===== config.mk =====
export PLATFORM = sky130hd
export DESIGN_NAME = adc_spi_responder
export DESIGN_NICKNAME = d
export VERILOG_FILES = /design/src/rtl/adc_emu_pkg.sv /design/src/rtl/adc_emu_sync_edge.sv /design/src/rtl/adc_spi_responder.sv
export SDC_FILE = /design/constraint.sdc
export NUM_CORES = 1
export LEC_CHECK = 0
export CAP_MARGIN = 20
export CORE_ASPECT_RATIO = 1.4
export CORE_MARGIN = 5
export CORE_UTILIZATION = 45
export DETAILED_ROUTE_END_ITERATION = 7
export PLACE_DENSITY = 0.66
export SKIP_LAST_GASP = 1
export SYNTH_ARGS = -nofsm -noshare
export SYNTH_HDL_FRONTEND = slang
export SYNTH_SLANG_ARGS = --single-unit

===== constraint.sdc =====
create_clock -name i_clk -period 11.55 [get_ports i_clk]
set_input_delay 1.155 -clock i_clk [delete_from_list [all_inputs] [get_ports i_clk]]
set_output_delay 1.155 -clock i_clk [all_outputs]
set_load 0.01 [all_outputs]

===== src/rtl/adc_emu_pkg.sv =====
// Shared types and helpers for the ADC SPI responder model.
// Holds default geometry, frame counter width, FSM states and the test pattern.
package adc_emu_pkg;

    localparam int NUM_CH_D    = 8;
    localparam int SAMPLE_W_D  = 16;
    localparam int FRAME_CNT_W = 13;

    typedef enum logic {
        IDLE,
        CONV
    } state_t;

    // Internal test pattern: channel number on top, pre-increment frame count below.
    function automatic logic [SAMPLE_W_D-1:0] pattern(
        input logic [2:0]             ch,
        input logic [FRAME_CNT_W-1:0] cnt
    );
        return {ch, cnt};
    endfunction

endpackage


===== src/rtl/adc_emu_sync_edge.sv =====
// Synchronizer for one asynchronous pin plus rise/fall edge pulses.
// Ports: i_clk, i_reset (sync, high), i_async in; o_level, o_rise, o_fall out.
module adc_emu_sync_edge #(
    parameter int   STAGES = 2,
    parameter logic INIT   = 1'b0
)(
    input  logic i_clk,
    input  logic i_reset,
    input  logic i_async,
    output logic o_level,
    output logic o_rise,
    output logic o_fall
);

    logic [STAGES-1:0] r_sync;
    logic              r_dly;

    always_ff @(posedge i_clk) begin
        if (i_reset) begin
            r_sync <= {STAGES{INIT}};
            r_dly  <= INIT;
        end else begin
            r_sync[0] <= i_async;
            for (int i = 1; i < STAGES; i++) begin
                r_sync[i] <= r_sync[i-1];
            end
            r_dly <= r_sync[STAGES-1];
        end
    end

    // Pulses come straight from flops so the consumer acts on the next edge.
    assign o_level = r_sync[STAGES-1];
    assign o_rise  = r_sync[STAGES-1] & ~r_dly;
    assign o_fall  = ~r_sync[STAGES-1] & r_dly;

endmodule


===== src/rtl/adc_spi_responder.sv =====
// Responder-side model of an 8-channel dual-DOUT SAR ADC for SPI loopback.
// Ports: i_clk, i_reset, i_convst, i_cs_n, i_sclk, i_adc_reset, i_ext_en,
// i_ext_data in; o_busy, o_douta, o_doutb, o_frame_cnt out.
module adc_spi_responder
    import adc_emu_pkg::*;
#(
    parameter int NUM_CH      = NUM_CH_D,
    parameter int SAMPLE_W    = SAMPLE_W_D,
    parameter int CONV_CYCLES = 200,
    parameter int SYNC_STAGES = 2
)(
    input  logic                         i_clk,
    input  logic                         i_reset,
    input  logic                         i_convst,
    input  logic                         i_cs_n,
    input  logic                         i_sclk,
    input  logic                         i_adc_reset,
    input  logic                         i_ext_en,
    input  logic [NUM_CH*SAMPLE_W-1:0]   i_ext_data,
    output logic                         o_busy,
    output logic                         o_douta,
    output logic                         o_doutb,
    output logic [FRAME_CNT_W-1:0]       o_frame_cnt
);

    localparam int HALF  = NUM_CH / 2;
    localparam int SH_W  = HALF * SAMPLE_W;
    localparam int BIT_W = $clog2(SH_W) + 1;
    localparam int CNT_W = $clog2(CONV_CYCLES + 1);

    logic w_cv_lvl, w_cv_rise, w_cv_fall;
    logic w_cs_lvl, w_cs_rise, w_cs_fall;
    logic w_sclk_lvl, w_sclk_rise, w_sclk_fall;
    logic w_arst_lvl, w_arst_rise, w_arst_fall;
    logic w_unused;
    logic w_rst;
    logic w_latch;

    logic [SAMPLE_W-1:0]    w_new [NUM_CH];
    logic [SH_W-1:0]        w_load_a;
    logic [SH_W-1:0]        w_load_b;

    state_t                 r_state;
    logic                   r_busy;
    logic [CNT_W-1:0]       r_cnt;
    logic [FRAME_CNT_W-1:0] r_frame_cnt;
    logic [SAMPLE_W-1:0]    r_res [NUM_CH];
    logic [SH_W-1:0]        r_sha;
    logic [SH_W-1:0]        r_shb;
    logic [BIT_W-1:0]       r_bits;

    adc_emu_sync_edge #(.STAGES(SYNC_STAGES), .INIT(1'b0)) u_sync_cv (
        .i_clk   (i_clk),
        .i_reset (i_reset),
        .i_async (i_convst),
        .o_level (w_cv_lvl),
        .o_rise  (w_cv_rise),
        .o_fall  (w_cv_fall)
    );

    adc_emu_sync_edge #(.STAGES(SYNC_STAGES), .INIT(1'b1)) u_sync_cs (
        .i_clk   (i_clk),
        .i_reset (i_reset),
        .i_async (i_cs_n),
        .o_level (w_cs_lvl),
        .o_rise  (w_cs_rise),
        .o_fall  (w_cs_fall)
    );

    adc_emu_sync_edge #(.STAGES(SYNC_STAGES), .INIT(1'b0)) u_sync_sclk (
        .i_clk   (i_clk),
        .i_reset (i_reset),
        .i_async (i_sclk),
        .o_level (w_sclk_lvl),
        .o_rise  (w_sclk_rise),
        .o_fall  (w_sclk_fall)
    );

    adc_emu_sync_edge #(.STAGES(SYNC_STAGES), .INIT(1'b0)) u_sync_arst (
        .i_clk   (i_clk),
        .i_reset (i_reset),
        .i_async (i_adc_reset),
        .o_level (w_arst_lvl),
        .o_rise  (w_arst_rise),
        .o_fall  (w_arst_fall)
    );

    assign w_unused = ^{w_cv_lvl, w_cv_fall, w_sclk_lvl, w_sclk_rise,
                        w_arst_rise, w_arst_fall};

    // The device reset pin acts on its synchronized level, held while high.
    assign w_rst   = i_reset | w_arst_lvl;
    assign w_latch = (r_state == CONV) && (r_cnt == '0);

    always_comb begin
        for (int k = 0; k < NUM_CH; k++) begin
            w_new[k] = i_ext_en ? i_ext_data[k*SAMPLE_W +: SAMPLE_W]
                                : SAMPLE_W'(pattern(3'(k), r_frame_cnt));
        end
    end

    // A frame opening on the latch cycle must see the fresh results.
    always_comb begin
        w_load_a = '0;
        w_load_b = '0;
        for (int k = 0; k < HALF; k++) begin
            w_load_a[SH_W-1-k*SAMPLE_W -: SAMPLE_W] =
                w_latch ? w_new[k] : r_res[k];
            w_load_b[SH_W-1-k*SAMPLE_W -: SAMPLE_W] =
                w_latch ? w_new[k+HALF] : r_res[k+HALF];
        end
    end

    always_ff @(posedge i_clk) begin
        if (w_rst) begin
            r_state     <= IDLE;
            r_busy      <= 1'b0;
            r_cnt       <= '0;
            r_frame_cnt <= '0;
            for (int k = 0; k < NUM_CH; k++) begin
                r_res[k] <= '0;
            end
        end else begin
            unique case (r_state)
                IDLE: begin
                    if (w_cv_rise) begin
                        r_state <= CONV;
                        r_busy  <= 1'b1;
                        r_cnt   <= CNT_W'(CONV_CYCLES - 1);
                    end
                end
                CONV: begin
                    if (w_latch) begin
                        r_state     <= IDLE;
                        r_busy      <= 1'b0;
                        r_frame_cnt <= r_frame_cnt + 1'b1;
                        for (int k = 0; k < NUM_CH; k++) begin
                            r_res[k] <= w_new[k];
                        end
                    end else begin
                        r_cnt <= r_cnt - 1'b1;
                    end
                end
                default: r_state <= IDLE;
            endcase
        end
    end

    always_ff @(posedge i_clk) begin
        if (w_rst) begin
            r_sha  <= '0;
            r_shb  <= '0;
            r_bits <= '0;
        end else if (w_cs_fall) begin
            r_sha  <= w_load_a;
            r_shb  <= w_load_b;
            r_bits <= '0;
        end else if (w_cs_rise) begin
            r_sha  <= '0;
            r_shb  <= '0;
            r_bits <= '0;
        end else if (w_sclk_fall && !w_cs_lvl &&
                     r_bits != BIT_W'(SH_W)) begin
            r_sha  <= r_sha << 1;
            r_shb  <= r_shb << 1;
            r_bits <= r_bits + 1'b1;
        end
    end

    assign o_busy      = r_busy;
    assign o_douta     = r_sha[SH_W-1];
    assign o_doutb     = r_shb[SH_W-1];
    assign o_frame_cnt = r_frame_cnt;

endmodule


==> flow_summary.toml, run 1 <==
[outcome]
status = "completed"

[logic_synthesis]
syn_inst = 1536
ys_types = 47
yosysTopAreaCellShare = 0.262
synthFlopType = "dfxtp_1"
yosysWarnings = 0
syn-num-nets = 1676
synth_edf_count = 128
syn_area_um2 = 14700
avgSynthCellArea_um2 = 9.55
synth_area_leaders = "edfxtp_1 26%, dfxtp_1 23%, a21oi_1 5.7%"
synthArstFlopShare = 0
synth_top_area_cell = "edfxtp_1"
yosysSeqAreaShare = 0.493
ys_ff_latch = 297

[sta]
setup_viol = 0
tightest_slew_ns = 1.06
final_max_slew_viol_count = 0
fin_crit_sh = 0.290
hold_viol_final = 0
setup-tns-final_ns = 0
fmax_ghz = 0.298
rsz0062_at_grt = "false"
period_minus_slack_ns = 3.35
slew_headroom = 0.293
worst_clock_skew_ns = 0.0201

[cts]
root_buffer = "clkbuf_16"
cts_resized = 0
cts_tree = "yes"
postCtsSetupBuffers = 0
clock_path_buffers = 3
clk_pin_slew_worst_paths_ns = 0.06
clk_latency_ns = 0.58
cts-hold-fix-buffers = 0
numCtsBuffers = 31
htree_levels = 1
clock_sinks = 297

[route]
dr.pass1.iters = 5
routed_via_density = 5.96
dr_total_vias = 12300
ant_nets = 0
drt_iter0_drc = 1097
routed_wl_um = 42300
post_drt_wl_per_cell_um = 20.6
drc = 0

[worst_setup_path]
critPathArrivalTime_ns = 3.55
path_class = "in -> reg"
slowest_stage = "clkdlybuf4s50_1"
r2r-start = "r_cnt[0]"
cp-startpoint = "i_reset"
cp-end-kind = "flop"
critical_path.max_stage_delay_ns = 0.75
crit_fanout = 54
path_cells = "clkdlybuf4s50_1, nor2_4, buf_4, nand2_4, buf_4"
cp_top_family = "buffers and inverters"
crit_path_start_kind = "primary input"
cpMostUsedCell = "buf_4"
timing.critical_path.buf_inv = 3
crit_required_ns = 11.75

[pwr]
powerDensity_nw_per_um2 = 141
peakVddDrop_uv = 108
power_leakage_nw = 6.02

[placement]
numPortBuffers = 150
dp.cells = 1998
dp_hpwl_um = 24500
place.gp.congestion = 0.795

[floorplan]
core_um2 = 32300
die_y_um = 224
die_w_um = 163
die_area_um2 = 36400
num_io_pins = 151
initial_core_util = 0.454
row_count = 78

[global_route]
grt_first_pass_wirelength_um = 65500
grt_max_degree = 88
grt.total_usage = 0.222
overflow = 0
grt_pass1_vias = 12100
grt_antenna_before_repair = 1

[worst_hold_path]
hold_path_class = "reg -> reg"
hp-start = "u_sync_cs.r_sync[0]"

[final_layout]
n_antenna_cell = 0
stdcell_count = 2057
nets = 1732
syn_to_final_growth_pct = 19.3
final_common_cell = "dfxtp_1"
drive_above_1_share = 0.108
final_cell_mix = "169 x dfxtp_1, 168 x a21oi_1, 149 x clkdlybuf4s50_1"

[job]
drv_cap = 0
-- metrics by stage --
stage / util / setup WS [ns] / hold WS (ns) / total power [mW] / area [µm²]
4_1_cts: 0.541 / 8.19 / 0.421 / 2.48 / 17500
3_3_place_gp: 0.509 / 7.15 / 0.392 / 1.49 / 16400
3_5_place_dp: 0.510 / 7.61 / 0.407 / 1.50 / 16500
5_1_grt: 0.542 / 8.08 / 0.425 / 2.56 / 17500
6_report: 0.542 / 8.20 / 0.414 / 2.47 / 17500
2_1_floorplan: - / 6.67 / 0.389 / 1.39 / 14700
-- power breakdown --
part | internal (mW) | total (mW) | switching (mW)
logic | 0.118 | 0.298 | 0.180
registers | 1.15 | 1.18 | 0.0258
clock network | 0.572 | 0.990 | 0.417
-- worst register-to-register path, stage by stage, from the launching register on --
cell,delay (ns)
dfxtp_1,0.33
inv_1,0.08
ha_1,0.19
nor4bb_4,0.23
buf_4,0.63
buf_4,0.79
o2111ai_1,0.24
o21ai_0,0.17
o221a_2,0.23
-- final cells by class --
| class | count | area (µm²) |
|---|---|---|
| repair buffers | 184 | 1790 |
| clock buffers | 47 | 926 |
| clock inverters | 11 | 83.8 |
| inverters | 89 | 334 |
| flip-flops and latches | 297 | 7230 |
| well taps | 440 | 551 |
| multi-input cells | 989 | 6590 |
| fillers | 2929 | 14800 |
-- cell families (layout without fill, tap and decap cells) --
logic type                 count (synthesis)  in the layout  share of synthesized area
DFF                                      297            297                      0.493
muxes                                     58             58                     0.0396
and+or+nand+nor                          339            339                      0.119
adders and majority gates                  5              5                    0.00426
buffers and inverters                    250            331                     0.0649
AOI/OAI and AO/OA                        575            575                      0.272
xor gates and xnor gates                  12             12                    0.00716
-- flip-flops by register name, summed over array words and instances, names as in the netlist --
signal / flops
r_bits: 7
o_busy: 1
u_sync_sclk.r_sync: 2
r_sha: 64
r_cnt: 8
u_sync_sclk.r_dly: 1
u_sync_cv.r_dly: 1
r_state: 1
u_sync_cs.r_sync: 2
u_sync_cv.r_sync: 2
u_sync_arst.r_sync: 2
o_frame_cnt: 13
u_sync_cs.r_dly: 1
r_res: 128
r_shb: 64
-- Yosys cell counts (all sizes together) (8+ instances only) --
cell       n
or3        8
nor2      64
inv       89
o21ai     81
mux2i     58
edfxtp   128
and3      18
nand4     18
buf       14
a21o      40
a31oi     13
a21boi     8
a21oi    168
dfxtp    169
nand2b     9
clkbuf   147
o22ai     52
and2      67
nand3     10
o21a      63
nor2b     24
o221a     74
o2111ai   62
nand2     89
-- worst paths after layout --
path                               to  slack (ns)  cells after the start
hold / removal    u_sync_cs.r_sync[1]        0.41                      1
setup reg to reg             r_shb[7]        8.61                      8
hold reg to reg   u_sync_cs.r_sync[1]        0.41                      1
setup / recovery         r_res[0][14]        8.20                      5
-- per-layer routing --
metal | GRT usage | share of wire | vias to the layer above
li1 | - | - | 5774
met4 | 0.0842 | 0.036 | 2
met5 | 0 | 0.00047 | -
met1 | 0.281 | 0.41 | 5985
met3 | 0.0322 | 0.062 | 64
met2 | 0.382 | 0.49 | 428
(Power assumes the default switching activity.)
==> inputs of run 2 (changes only) <==
- PLACE_DENSITY: 0.66 -> 0.68
- clock period: 11.55 -> 2.8 ns (I/O delays scaled with it)
==> run 2 against run 1 <==
  * Die area is the same
  * Sequential share of layout area shrank 0.72 points
  * Largest power group unchanged
  * Via count grew 0.85%
  * Worst setup slack lost 7.9 ns
  * Routed wire length is essentially flat
  * Final area grew 1.8%
  * Register-to-register slack lost 8.3 ns
  * Cell count grew 0.49%
  * Highest routed layer unchanged
==> flow_summary.toml, run 2 (synthesis results as in run 1) <==
[outcome]
status = "completed"

[global_route]
grt_pass1_vias = 12300
grt_max_degree = 85
grt_antenna_before_repair = 1
overflow = 0
grt_first_pass_wirelength_um = 66600
grt.total_usage = 0.225

[pwr]
powerDensity_nw_per_um2 = 582
p_seq_frac = 0.470
peakVddDrop_uv = 505
power.total_mw = 10.4
p_comb_frac = 0.126
power.share.clock = 0.404
internal_power_mw = 7.80
swShare = 0.247
power_leakage_nw = 6.13
p_sw_mw = 2.56

[worst_hold_path]
min_to = "u_sync_cv.r_sync[0]"
hold_path_class = "in -> reg"
hp-start = "i_convst"
min_path_cells = 2

[cts]
htree_levels = 1
clk_pin_slew_worst_paths_ns = 0.06
numCtsBuffers = 31
clock_path_buffers = 3
cts_tree = "yes"
root_buffer = "clkbuf_16"
clock_sinks = 297
postCtsSetupBuffers = 0
cts_resized = 0
clk_latency_ns = 0.55
cts-hold-fix-buffers = 0

[route]
dr.pass1.iters = 6
routed_via_density = 5.98
drt_iter0_drc = 1016
drc = 0
dr_total_vias = 12400
post_drt_wl_per_cell_um = 20.5
ant_nets = 0
routed_wl_um = 42300

[worst_setup_path]
critPathArrivalTime_ns = 2.95
crit_required_ns = 3.28
reg2reg_depth = 4
crit_fanout = 9
cp-end-kind = "flop"
r2r-start = "r_cnt[2]"
worstReg2RegEnd = "o_frame_cnt[12]"
path_class = "reg -> reg"
ff2ff_setup_slack_ns = 0.33
crit_path_start_kind = "flop"

[sta]
tightest_slew_ns = 1.03
slew_headroom = 0.309
hold_viol_final = 0
fmax_ghz = 0.405
fin_crit_sh = 0.882
setup-tns-final_ns = 0
final_max_slew_viol_count = 0
timing.final.ws_setup_ns = 0.331
rsz0062_at_grt = "false"
period_minus_slack_ns = 2.47
timing.hold.ws_ns = 0.285
worst_clock_skew_ns = 0.0122
setup_viol = 0

[final_layout]
drive_above_1_share = 0.111
final_common_cell = "dfxtp_1"
final_cell_mix = "169 x dfxtp_1, 168 x a21oi_1, 149 x clkdlybuf4s50_1"
stdcell_count = 2067
nets = 1744
n_antenna_cell = 0
syn_to_final_growth_pct = 21.4
regMostFlops = "r_res"
reg_top3 = "r_res (128), r_sha (64), r_shb (64)"
fin_util = 0.551
largest_reg_flops = 128
stdcell_area_um2 = 17800

[placement]
place.gp.congestion = 0.820
placed_area_um2 = 16800
dp.cells = 2011
dpl_worst_slack_ns = 0.347
numPortBuffers = 150
dp_hpwl_um = 25000

[floorplan]
num_io_pins = 151
die_area_um2 = 36400
row_count = 78
die_y_um = 224
core_um2 = 32300
initial_core_util = 0.454
die_w_um = 163

[job]
drv_cap = 0
## run 2: area by class of cell
type                    instances  area [µm²]
fillers                      2919       14500
flip-flops and latches        297        7230
multi-input cells             989        6600
repair buffers                196        2070
clock buffers                  47         907
well taps                     440         551
inverters                      89         334
clock inverters                 9         120
## run 2: worst max-delay path by stage
stage,from,end,cells after the start
CTS,r_cnt[2],o_frame_cnt[12],4
finish,r_cnt[2],o_frame_cnt[12],4
global placement,r_cnt[2],o_frame_cnt[12],4
detailed placement,r_cnt[2],o_frame_cnt[12],4
floorplan,r_cnt[0],r_res[0][0],6
global route,r_cnt[2],r_res[0][61],6
## run 2: worst max-delay path: stages, from the launching register on
cell	delay (ns)
dfxtp_1	0.37
or4_1	0.69
or4_1	0.69
or4_1	0.51
a21oi_1	0.15
## run 2: per-layer routing
metal	vias to the layer above	track usage	wire length [µm]
li1	5797	-	-
met1	6045	0.286	17400
met2	441	0.397	21100
met3	72	0.0333	2640
met4	2	0.0666	1130
met5	-	0	12
## run 2: power by group through the flow
stage	logic [mW]	clock network, mW	registers [mW]
CTS	1.31	4.25	4.86
global route	1.41	4.43	4.89
global placement	1.29	0	4.95
detailed placement	1.30	0	4.96
finish	1.31	4.19	4.87
floorplan	0.775	0	4.93
